===== config.mk =====
export PLATFORM = sky130hd
export DESIGN_NAME = imm_decode_stage
export DESIGN_NICKNAME = d
export VERILOG_FILES = /design/src/rtl/imm_decode_stage.sv
export SDC_FILE = /design/constraint.sdc
export NUM_CORES = 1
export LEC_CHECK = 0
export ABC_CLOCK_PERIOD_IN_PS = 8700
export CAP_MARGIN = 20
export CORE_AREA = 2 2 104 106
export DETAILED_ROUTE_END_ITERATION = 12
export DIE_AREA = 0 0 106 108
export PLACE_DENSITY = 0.86
export SYNTH_ARGS = -nofsm -noshare
export SYNTH_HDL_FRONTEND = slang
export SYNTH_SLANG_ARGS = --single-unit
export TNS_END_PERCENT = 10

===== constraint.sdc =====
create_clock -name clk -period 8.7 [get_ports clk]
set_input_delay 1.74 -clock clk [delete_from_list [all_inputs] [get_ports clk]]
set_output_delay 1.74 -clock clk [all_outputs]
set_load 0.01 [all_outputs]

===== src/rtl/imm_decode_stage.sv =====
// RV32I immediate decode stage: combinational decode of the incoming word, registered into a
// 2-entry skid buffer so in_ready never depends combinationally on out_ready.
module imm_decode_stage (
   input  logic        clk,
   input  logic        rst_n,
   input  logic        flush,
   input  logic        in_valid,
   output logic        in_ready,
   input  logic [31:0] in_inst,
   output logic        out_valid,
   input  logic        out_ready,
   output logic [31:0] imm_I,
   output logic [31:0] imm_I_shamt,
   output logic [31:0] imm_S,
   output logic [31:0] imm_B,
   output logic [31:0] imm_U,
   output logic [31:0] imm_J,
   output logic [2:0]  imm_SEL,
   output logic        illegal
);

   typedef enum logic [1:0] {StEmpty, StOne, StFull} state_e;

   typedef struct packed {
      logic [31:0] imm_i;
      logic [31:0] imm_sh;
      logic [31:0] imm_s;
      logic [31:0] imm_b;
      logic [31:0] imm_u;
      logic [31:0] imm_j;
      logic [2:0]  sel;
      logic        ill;
   } entry_t;

   state_e state_q, state_d;
   entry_t main_q, main_d, skid_q, skid_d, dec;
   logic   in_ready_q;
   logic   accept, drain;

   always_comb begin
      dec        = '0;
      dec.imm_i  = {{20{in_inst[31]}}, in_inst[31:20]};
      dec.imm_sh = {27'b0, in_inst[24:20]};
      dec.imm_s  = {{20{in_inst[31]}}, in_inst[31:25], in_inst[11:7]};
      dec.imm_b  = {{19{in_inst[31]}}, in_inst[31], in_inst[7], in_inst[30:25], in_inst[11:8], 1'b0};
      dec.imm_u  = {in_inst[31:12], 12'b0};
      dec.imm_j  = {{11{in_inst[31]}}, in_inst[31], in_inst[19:12], in_inst[20], in_inst[30:21],
                    1'b0};
      case (in_inst[6:0])
         7'b0000011, 7'b1100111: dec.sel = 3'd0;
         7'b0010011: dec.sel = (in_inst[13:12] == 2'b01) ? 3'd5 : 3'd0; // slli/srli/srai
         7'b0100011: dec.sel = 3'd1;
         7'b1100011: dec.sel = 3'd2;
         7'b0110111, 7'b0010111: dec.sel = 3'd3;
         7'b1101111: dec.sel = 3'd4;
         default: begin
            dec.sel = 3'd7;
            dec.ill = 1'b1;
         end
      endcase
   end

   assign in_ready  = in_ready_q;
   assign out_valid = (state_q != StEmpty);
   assign accept    = in_valid & in_ready_q & ~flush;
   assign drain     = out_valid & out_ready & ~flush;

   always_comb begin
      state_d = state_q;
      main_d  = main_q;
      skid_d  = skid_q;
      if (flush) begin
         state_d = StEmpty;
      end else begin
         case (state_q)
            StEmpty: begin
               if (accept) begin
                  state_d = StOne;
                  main_d  = dec;
               end
            end
            StOne: begin
               if (accept && drain) begin
                  main_d = dec;
               end else if (accept) begin
                  state_d = StFull;
                  skid_d  = dec;
               end else if (drain) begin
                  state_d = StEmpty;
               end
            end
            StFull: begin
               if (drain) begin
                  state_d = StOne;
                  main_d  = skid_q;
               end
            end
            default: state_d = StEmpty;
         endcase
      end
   end

   always_ff @(posedge clk or negedge rst_n) begin
      if (!rst_n) begin
         state_q    <= StEmpty;
         in_ready_q <= 1'b0;
         main_q     <= '0;
         skid_q     <= '0;
      end else begin
         state_q    <= state_d;
         in_ready_q <= (state_d != StFull);
         main_q     <= main_d;
         skid_q     <= skid_d;
      end
   end

   always_comb begin
      imm_I       = '0;
      imm_I_shamt = '0;
      imm_S       = '0;
      imm_B       = '0;
      imm_U       = '0;
      imm_J       = '0;
      imm_SEL     = 3'd7;
      illegal     = 1'b0;
      if (out_valid) begin
         imm_I       = main_q.imm_i;
         imm_I_shamt = main_q.imm_sh;
         imm_S       = main_q.imm_s;
         imm_B       = main_q.imm_b;
         imm_U       = main_q.imm_u;
         imm_J       = main_q.imm_j;
         imm_SEL     = main_q.sel;
         illegal     = main_q.ill;
      end
   end

endmodule


==> results of run 1 <==
## final timing paths
| kind | start | end | cells after the start |
|---|---|---|---|
| min reg2reg | main_q[168]$_DFFE_PN0P_ | main_q[168]$_DFFE_PN0P_ | 2 |
| max | state_q[1]$_DFF_PN0_ | imm_S[14] | 4 |
| min | main_q[168]$_DFFE_PN0P_ | main_q[168]$_DFFE_PN0P_ | 2 |
| max in group asynchronous | rst_n | skid_q[1]$_DFFE_PN0P_ | 2 |
| max reg2reg | state_q[1]$_DFF_PN0_ | main_q[54]$_DFFE_PN0P_ | 4 |
| min in group asynchronous | rst_n | skid_q[101]$_DFFE_PN0P_ | 2 |
## kinds of logic after synthesis
kind of cell | after synthesis | share of synthesized area, %
buf+inv | 185 | 32.05
simple gates | 92 | 12.05
flops | 61 | 35.41
mux | 52 | 12.80
compound gates | 50 | 7.605
other cells | 1 | 0.08700
## cell type report
cell class	instances	area (sq um)
flip-flops and latches	61	1526
inverters	4	15.01
well taps	136	170.2
clock buffers	12	145.1
fillers	876	4732
repair buffers	198	1984
clock inverters	4	95.09
multi-input cells	235	1563
## flip-flops by register name (all words and copies together), names as in the netlist
signal    flops
main_q       29
skid_q       29
state_q       2
in_ready      1
## through the flow
step / hold slack, ns / area [sq um] / cells / utilization (%) / power, mW
after floorplan: 0.4404 / 4461 / 481 / - / 0.6044
after global placement: 0.4532 / 5231 / 633 / 51.13 / 0.6767
after detailed placement: 0.4617 / 5231 / 633 / 51.13 / 0.6916
after CTS: 0.4768 / 5472 / 649 / 53.48 / 1.002
after global routing: 0.4922 / 5499 / 650 / 53.75 / 1.049
final: 0.4725 / 5499 / 650 / 53.75 / 0.9920
## critical path, cell delays in order (launching register included)
cell             delay, ns
dfrtp_1               0.51
nor2_2                0.11
nor2b_4               0.56
buf_16                0.25
clkdlybuf4s50_1       0.56
## synthesized netlist by cell type, types with 2 or more instances
library cell  count
buf_4           168
dfrtp_1          61
nand2_1          33
nor2b_1          29
mux2i_1          27
o21ai_0          24
mux2_2           19
buf_6             7
mux2_1            6
nand2b_1          6
nor2_1            6
a21oi_1           5
o21ai_1           5
inv_1             4
and2_1            3
buf_2             3
clkbuf_1          3
or2_2             3
and2b_1           2
nand3_1           2
nand4_1           2
o211ai_1          2
o21a_1            2
o21ai_2           2
## where the power goes
part	internal, mW	leakage (nW)	switching (mW)
logic	0.174	1.36	0.131
clock network	0.198	0.121	0.109
registers	0.348	0.743	0.0321
total	0.720	2.23	0.273
## per-layer routing
layer / track usage, % / routed length [um] / vias up
met4: 6.015 / 165 / 0
met2: 29.49 / 4944 / 132
met3: 3.074 / 536 / 13
li1: - / - / 1382
met1: 16.34 / 3335 / 1389
met5: 0 / 0 / -
==> flow_summary.yaml, run 1 <==
yosys:
  ys.flop_type: "dfrtp_1"
  yosysSeqAreaShare_pct: 35.41
  synth.top_cell.area_share_pct: 35.41
  yosysTopAreaCell: "dfrtp_1"
  synth_area_leaders: "dfrtp_1, buf_4, mux2i_1, mux2_2, nor2b_1"
  async_flop_share_pct: 100.0
  synth_edf_count: 0
  synth_area_sq_um: 4310
  yosys_register_bits: 61
  synth_cells: 441
  synth.distinct_cells: 41
  avgSynthCellArea_sq_um: 9.774
  ys_warn_count: 0
worst_hold_path:
  hp-class: "reg2reg"
sta:
  tns_ns: 0
  worst_slew_pin_slew_ns: 0.7641
  fin_skew_ns: 0.01425
  period_needed_ns: 4.071
  timing.fmax_mhz: 245.7
  rsz0062_at_grt: "no"
  timing.final.crit_share_pct: 46.79
  slew_headroom_pct: 49.06
  setup_violations: 0
  hold_violations: 0
  finalMaxSlewViolations: 0
  setup_ws_ns: 4.629
global_routing:
  grt_pass1_wl_mm: 13.81
  first_global_vias: 2822
  gr-usage-all-layers_pct: 15.29
  grt_max_degree: 76
  grt_overflow: 0
  antenna_found_initial: 0
final_layout:
  area_growth_pct: 27.58
  finalNetCount: 546
  final_common_cell: "clkdlybuf4s50_1"
  antenna_cells: 0
  layout-drive-gt1-share_pct: 10.31
  most-common-layout-cells: "clkdlybuf4s50_1, dfrtp_1, conb_1"
die:
  die_area_sq_um: 11450
  die_h_um: 108
  rows: 37
  die_w_um: 106
  io_pins: 235
  start_util_pct: 42.13
  core_area_sq_um: 10230
power:
  leakagePower_nw: 2.227
  power_density_nw_per_um2: 180.4
  ir_worst_vdd_mv: 0.1242
clocking:
  cts_resized: 0
  cts_buffers: 9
  htreeDepth: 3
  cts_tree: "yes"
  ctsLongestPathBuffers: 2
  clock_sinks: 61
  insertion_delay_ns: 0.33
  clk_pin_slew_ns: 0.07
  cts_root_buffer: "clkbuf_8"
  holdBufCountCts: 0
  postCtsSetupBuffers: 0
setup_path:
  critPathLaunchType: "flip-flop"
  endpoint_kind: "primary output"
  arrival_ns: 2.33
  path_max_fanout: 41
  critical_path_required_ns: 6.96
  critical_path_class: "reg2out"
  ff2ff_setup_slack_ns: 6.68
place:
  place_congestion: 0.7751
  pre_cts_slack_ns: 4.554
  dpl.hpwl_mm: 6.701
  port_buffers: 193
detailed_routing:
  postRouteAntennaNets: 0
  wl_mm: 8.982
  drt_pass1_iterations: 4
  routedWlPerCell_um: 13.82
  num_vias: 2916
  vias_per_cell: 4.486
  drt_iter0_markers: 147
  drc: 0
run_status:
  status: "completed"
run:
  drv_cap: 0
Note: power is estimated with default switching activity, not from simulation.
==> run 2: changes to the inputs <==
Settings changed: ABC_CLOCK_PERIOD_IN_PS 8700 to 3500, CORE_AREA 2 2 104 106 to 2 2 113 115, DIE_AREA 0 0 106 108 to 0 0 115 117, PLACE_DENSITY 0.86 to 0.77.
Clock period 8.7 ns to 3.5 ns, I/O delays scaled along.
==> flow_summary.yaml, run 2 (synthesized netlist as in run 1, its figures left out) <==
detailed_routing:
  drc: 0
  drt_pass1_iterations: 4
  wl_mm: 9.147
  num_vias: 2902
  vias_per_cell: 4.370
  routedWlPerCell_um: 13.78
  drt_iter0_markers: 130
  postRouteAntennaNets: 0
final_layout:
  final_cells: 664
  top_regs: "main_q x29, skid_q x29, state_q x2"
  final_common_cell: "clkdlybuf4s50_1"
  finalNetCount: 546
  most-common-layout-cells: "clkdlybuf4s50_1, dfrtp_1, conb_1"
  fill_cells: 1138
  antenna_cells: 0
  layout-drive-gt1-share_pct: 10.12
  area_growth_pct: 29.70
  post-route-cell-area_sq_um: 5590
  final_util_pct: 45.41
setup_path:
  path_max_fanout: 45
  crit_chain: "nor2_2 > nor2b_4 > buf_12 > clkdlybuf4s50_1"
  cp_top_family: "buffers and inverters"
  arrival_ns: 2.46
  critical_path_required_ns: 2.80
  critical_path_class: "reg2out"
  slowest_stage: "clkdlybuf4s50_1"
  r2r.worst_path.cells: 3
  path_depth: 4
  critPathLaunchType: "flip-flop"
  cp_num_buf_inv: 2
  endpoint_kind: "primary output"
  cpPeakStageDelay_ns: 0.57
worst_hold_path:
  hold_depth: 2
  hp-class: "reg2reg"
sta:
  period_needed_ns: 3.164
  finalMaxSlewViolations: 0
  hold_slack_ns: 0.4722
  rsz0062_at_grt: "no"
  worst_slew_pin_slew_ns: 0.9724
  setup_ws_ns: 0.3364
  setup_violations: 0
  hold_violations: 0
  timing.final.crit_share_pct: 90.39
  timing.fmax_mhz: 316.1
  slew_headroom_pct: 35.17
  fin_skew_ns: 0.006172
  tns_ns: 0
place:
  pre_cts_slack_ns: 0.6559
  port_buffers: 193
  place_area_sq_um: 5281
  numPlacedInstances: 648
  place_congestion: 0.7593
  dpl.hpwl_mm: 6.782
die:
  die_h_um: 117
  die_area_sq_um: 13460
  die_w_um: 115
  start_util_pct: 35.01
  io_pins: 235
  rows: 41
  core_area_sq_um: 12310
power:
  leakagePower_nw: 2.256
  power_density_nw_per_um2: 470.5
  ir_worst_vdd_mv: 0.2434
  total_power_mw: 2.631
clocking:
  holdBufCountCts: 0
  insertion_delay_ns: 0.33
  postCtsSetupBuffers: 0
  cts_tree: "yes"
  htreeDepth: 3
  ctsLongestPathBuffers: 2
  clock_sinks: 61
  cts_root_buffer: "clkbuf_16"
  clk_pin_slew_ns: 0.05
  cts_resized: 0
  cts_buffers: 9
global_routing:
  grt_overflow: 0
  gr-usage-all-layers_pct: 12.93
  grt_pass1_wl_mm: 13.52
  first_global_vias: 2689
  grt_max_degree: 46
  antenna_found_initial: 0
run_status:
  status: "completed"
run:
  drv_cap: 0
-- run 2: cell types whose count changed in the layout (fill, tap and decap cells not counted), sizes merged --
cell      delta
clkinvlp     +1
bufinv       -1
-- run 2: per-layer routing --
| metal | vias up | global-route usage, % | wire, um |
|---|---|---|---|
| li1 | 1385 | - | - |
| met1 | 1383 | 14.67 | 3622 |
| met2 | 122 | 23.49 | 4853 |
| met3 | 12 | 2.523 | 522 |
| met4 | 0 | 6.024 | 148 |
| met5 | - | 0 | 0 |
-- run 2: area by class of cell --
class | instances | area [sq um] | area share [%]
Clock buffer | 12 | 236.5 | 4.230
Clock inverter | 4 | 72.57 | 1.298
Inverter | 4 | 15.01 | 0.2686
Multi-Input combinational cell | 235 | 1563 | 27.95
Sequential cell | 61 | 1526 | 27.31
Tap cell | 150 | 187.7 | 3.357
Timing Repair Buffer | 198 | 1989 | 35.59
-- run 2: worst min-delay path: cells and delay by family, from the launching register on --
kind,cells,cell delay [ns]
compound gates,1,0.06
flops,1,0.33
simple gates,1,0.04
-- run 2: path summary, 6_finish.rpt --
check	start	end	slack [ns]
max	state_q[1]$_DFF_PN0_	imm_S[30]	0.34
min	main_q[164]$_DFFE_PN0P_	main_q[164]$_DFFE_PN0P_	0.47
max reg2reg	state_q[1]$_DFF_PN0_	skid_q[172]$_DFFE_PN0P_	1.56
min reg2reg	main_q[164]$_DFFE_PN0P_	main_q[164]$_DFFE_PN0P_	0.47
max in group asynchronous	rst_n	main_q[52]$_DFFE_PN0P_	2.13
min in group asynchronous	rst_n	skid_q[103]$_DFFE_PN0P_	0.53
-- run 2: report_power, final --
group	internal [mW]	switching, mW	total [mW]
combinational	0.433	0.329	0.762
sequential	0.865	0.0762	0.941
clock	0.622	0.305	0.927
total	1.92	0.710	2.63
==> run 3: changes to the inputs <==
Settings changed: CTS_BUF_LIST from default to sky130_fd_sc_hd__clkbuf_4 sky130_fd_sc_hd__clkbuf_8 sky130_fd_sc_hd__clkbuf_16.
==> flow_summary.yaml, run 3 (synthesized netlist as in run 1, its figures left out) <==
run_status:
  status: "completed"
sta:
  setup_violations: 0
  rsz0062_at_grt: "no"
  period_needed_ns: 3.168
  finalMaxSlewViolations: 0
  timing.fmax_mhz: 315.7
  setup_ws_ns: 0.3322
  hold_violations: 0
  tns_ns: 0
  fin_skew_ns: 0.006390
  worst_slew_pin_slew_ns: 0.9803
  timing.final.crit_share_pct: 90.51
  slew_headroom_pct: 34.65
  hold_slack_ns: 0.4722
setup_path:
  ff2ff_setup_slack_ns: 1.58
  critical_path_required_ns: 2.80
  slowest_stage: "clkdlybuf4s50_1"
  r2r.worst_path.cells: 3
  r2r-end: "skid_q[172]$_DFFE_PN0P_"
  arrival_ns: 2.47
  crit_start: "state_q[1]$_DFF_PN0_"
  cpPeakStageDelay_ns: 0.57
  critPathLaunchType: "flip-flop"
  worst_r2r_startpoint: "state_q[1]$_DFF_PN0_"
  critical_path_class: "reg2out"
  endpoint_kind: "primary output"
  path_max_fanout: 45
  crit_chain: "nor2_2 > nor2b_4 > buf_12 > clkdlybuf4s50_1"
clocking:
  cts_root_buffer: "clkbuf_16"
  cts_buffers: 9
  cts_resized: 0
  cts_tree: "yes"
  ctsLongestPathBuffers: 2
  clock_sinks: 61
  postCtsSetupBuffers: 0
  insertion_delay_ns: 0.33
  htreeDepth: 3
  holdBufCountCts: 0
  clk_pin_slew_ns: 0.05
final_layout:
  most-common-layout-cells: "clkdlybuf4s50_1, dfrtp_1, conb_1"
  finalNetCount: 546
  antenna_cells: 0
  layout-drive-gt1-share_pct: 10.70
  top_regs: "main_q x29, skid_q x29, state_q x2"
  final_common_cell: "clkdlybuf4s50_1"
  area_growth_pct: 29.96
  final_util_pct: 45.50
detailed_routing:
  num_vias: 2895
  drt_pass1_iterations: 4
  highest_layer: "met4"
  vias_per_cell: 4.360
  postRouteAntennaNets: 0
  m1WireLength_mm: 3.604
  wl_mm: 9.167
  wl_met2_mm: 4.886
  routedWlPerCell_um: 13.81
  drc: 0
  met3WireLength_um: 527
  drt_iter0_markers: 135
global_routing:
  gr-usage-all-layers_pct: 12.99
  grt_overflow: 0
  first_global_vias: 2697
  grt_pass1_wl_mm: 13.58
  antenna_found_initial: 0
  grt_max_degree: 46
worst_hold_path:
  min_to: "main_q[164]$_DFFE_PN0P_"
  min_from: "main_q[164]$_DFFE_PN0P_"
  hold_depth: 2
  hp-class: "reg2reg"
run:
  drv_cap: 0
die:
  io_pins: 235
  rows: 41
  die_w_um: 115
  die_area_sq_um: 13460
  start_util_pct: 35.01
  core_area_sq_um: 12310
  die_h_um: 117
place:
  port_buffers: 193
  pre_cts_slack_ns: 0.6559
  dpl.hpwl_mm: 6.782
  place_congestion: 0.7593
power:
  ir_worst_vdd_mv: 0.2435
  power_density_nw_per_um2: 473.9
  leakagePower_nw: 2.266
-- run 3: cell count changes in the layout (fill, tap and decap cells not counted) --
cell      change
clkbuf_1      -3
clkbuf_4      +3
-- run 3: worst max-delay path, delay by kind of cell, from the launching register on --
family / cells / cell delay (ns)
and+or+nand+nor: 2 / 0.75
DFF: 1 / 0.53
buffers and inverters: 2 / 0.83
-- run 3: stage by stage --
| stage | area [sq um] | power, mW | instances |
|---|---|---|---|
| floorplan | 4463 | 1.495 | 481 |
| global placement | 5281 | 1.694 | 648 |
| detailed placement | 5281 | 1.726 | 648 |
| CTS | 5602 | 2.690 | 664 |
| global route | 5602 | 2.804 | 664 |
| finish | 5602 | 2.655 | 664 |
-- run 3: how the worst max path moves through the flow --
stage	to	slack, ns	cells past startpoint
detailed placement	imm_S[15]	0.66	4
CTS	imm_S[15]	0.30	4
global route	imm_S[30]	0.17	4
global placement	imm_U[22]	0.71	4
finish	imm_S[30]	0.33	4
floorplan	imm_B[13]	0.19	4
-- run 3: area by class of cell --
cell class                      instances  area [sq um]
Fill cell                            1134          6710
Timing Repair Buffer                  198          1989
Multi-Input combinational cell        235          1563
Sequential cell                        61          1526
Clock buffer                           12         247.7
Tap cell                              150         187.7
Clock inverter                          4         72.57
Inverter                                4         15.01
-- run 3: power by group --
group,leakage [nW],internal (mW),switching [mW]
clock,0.157,0.645,0.305
combinational,1.37,0.433,0.329
sequential,0.743,0.865,0.0765
total,2.27,1.94,0.711
-- run 3: metal layers --
metal | track usage (%) | vias to the layer above
met1 | 14.70 | 1380
met5 | 0 | -
met3 | 2.523 | 13
met2 | 23.65 | 116
li1 | - | 1386
met4 | 6.024 | 0
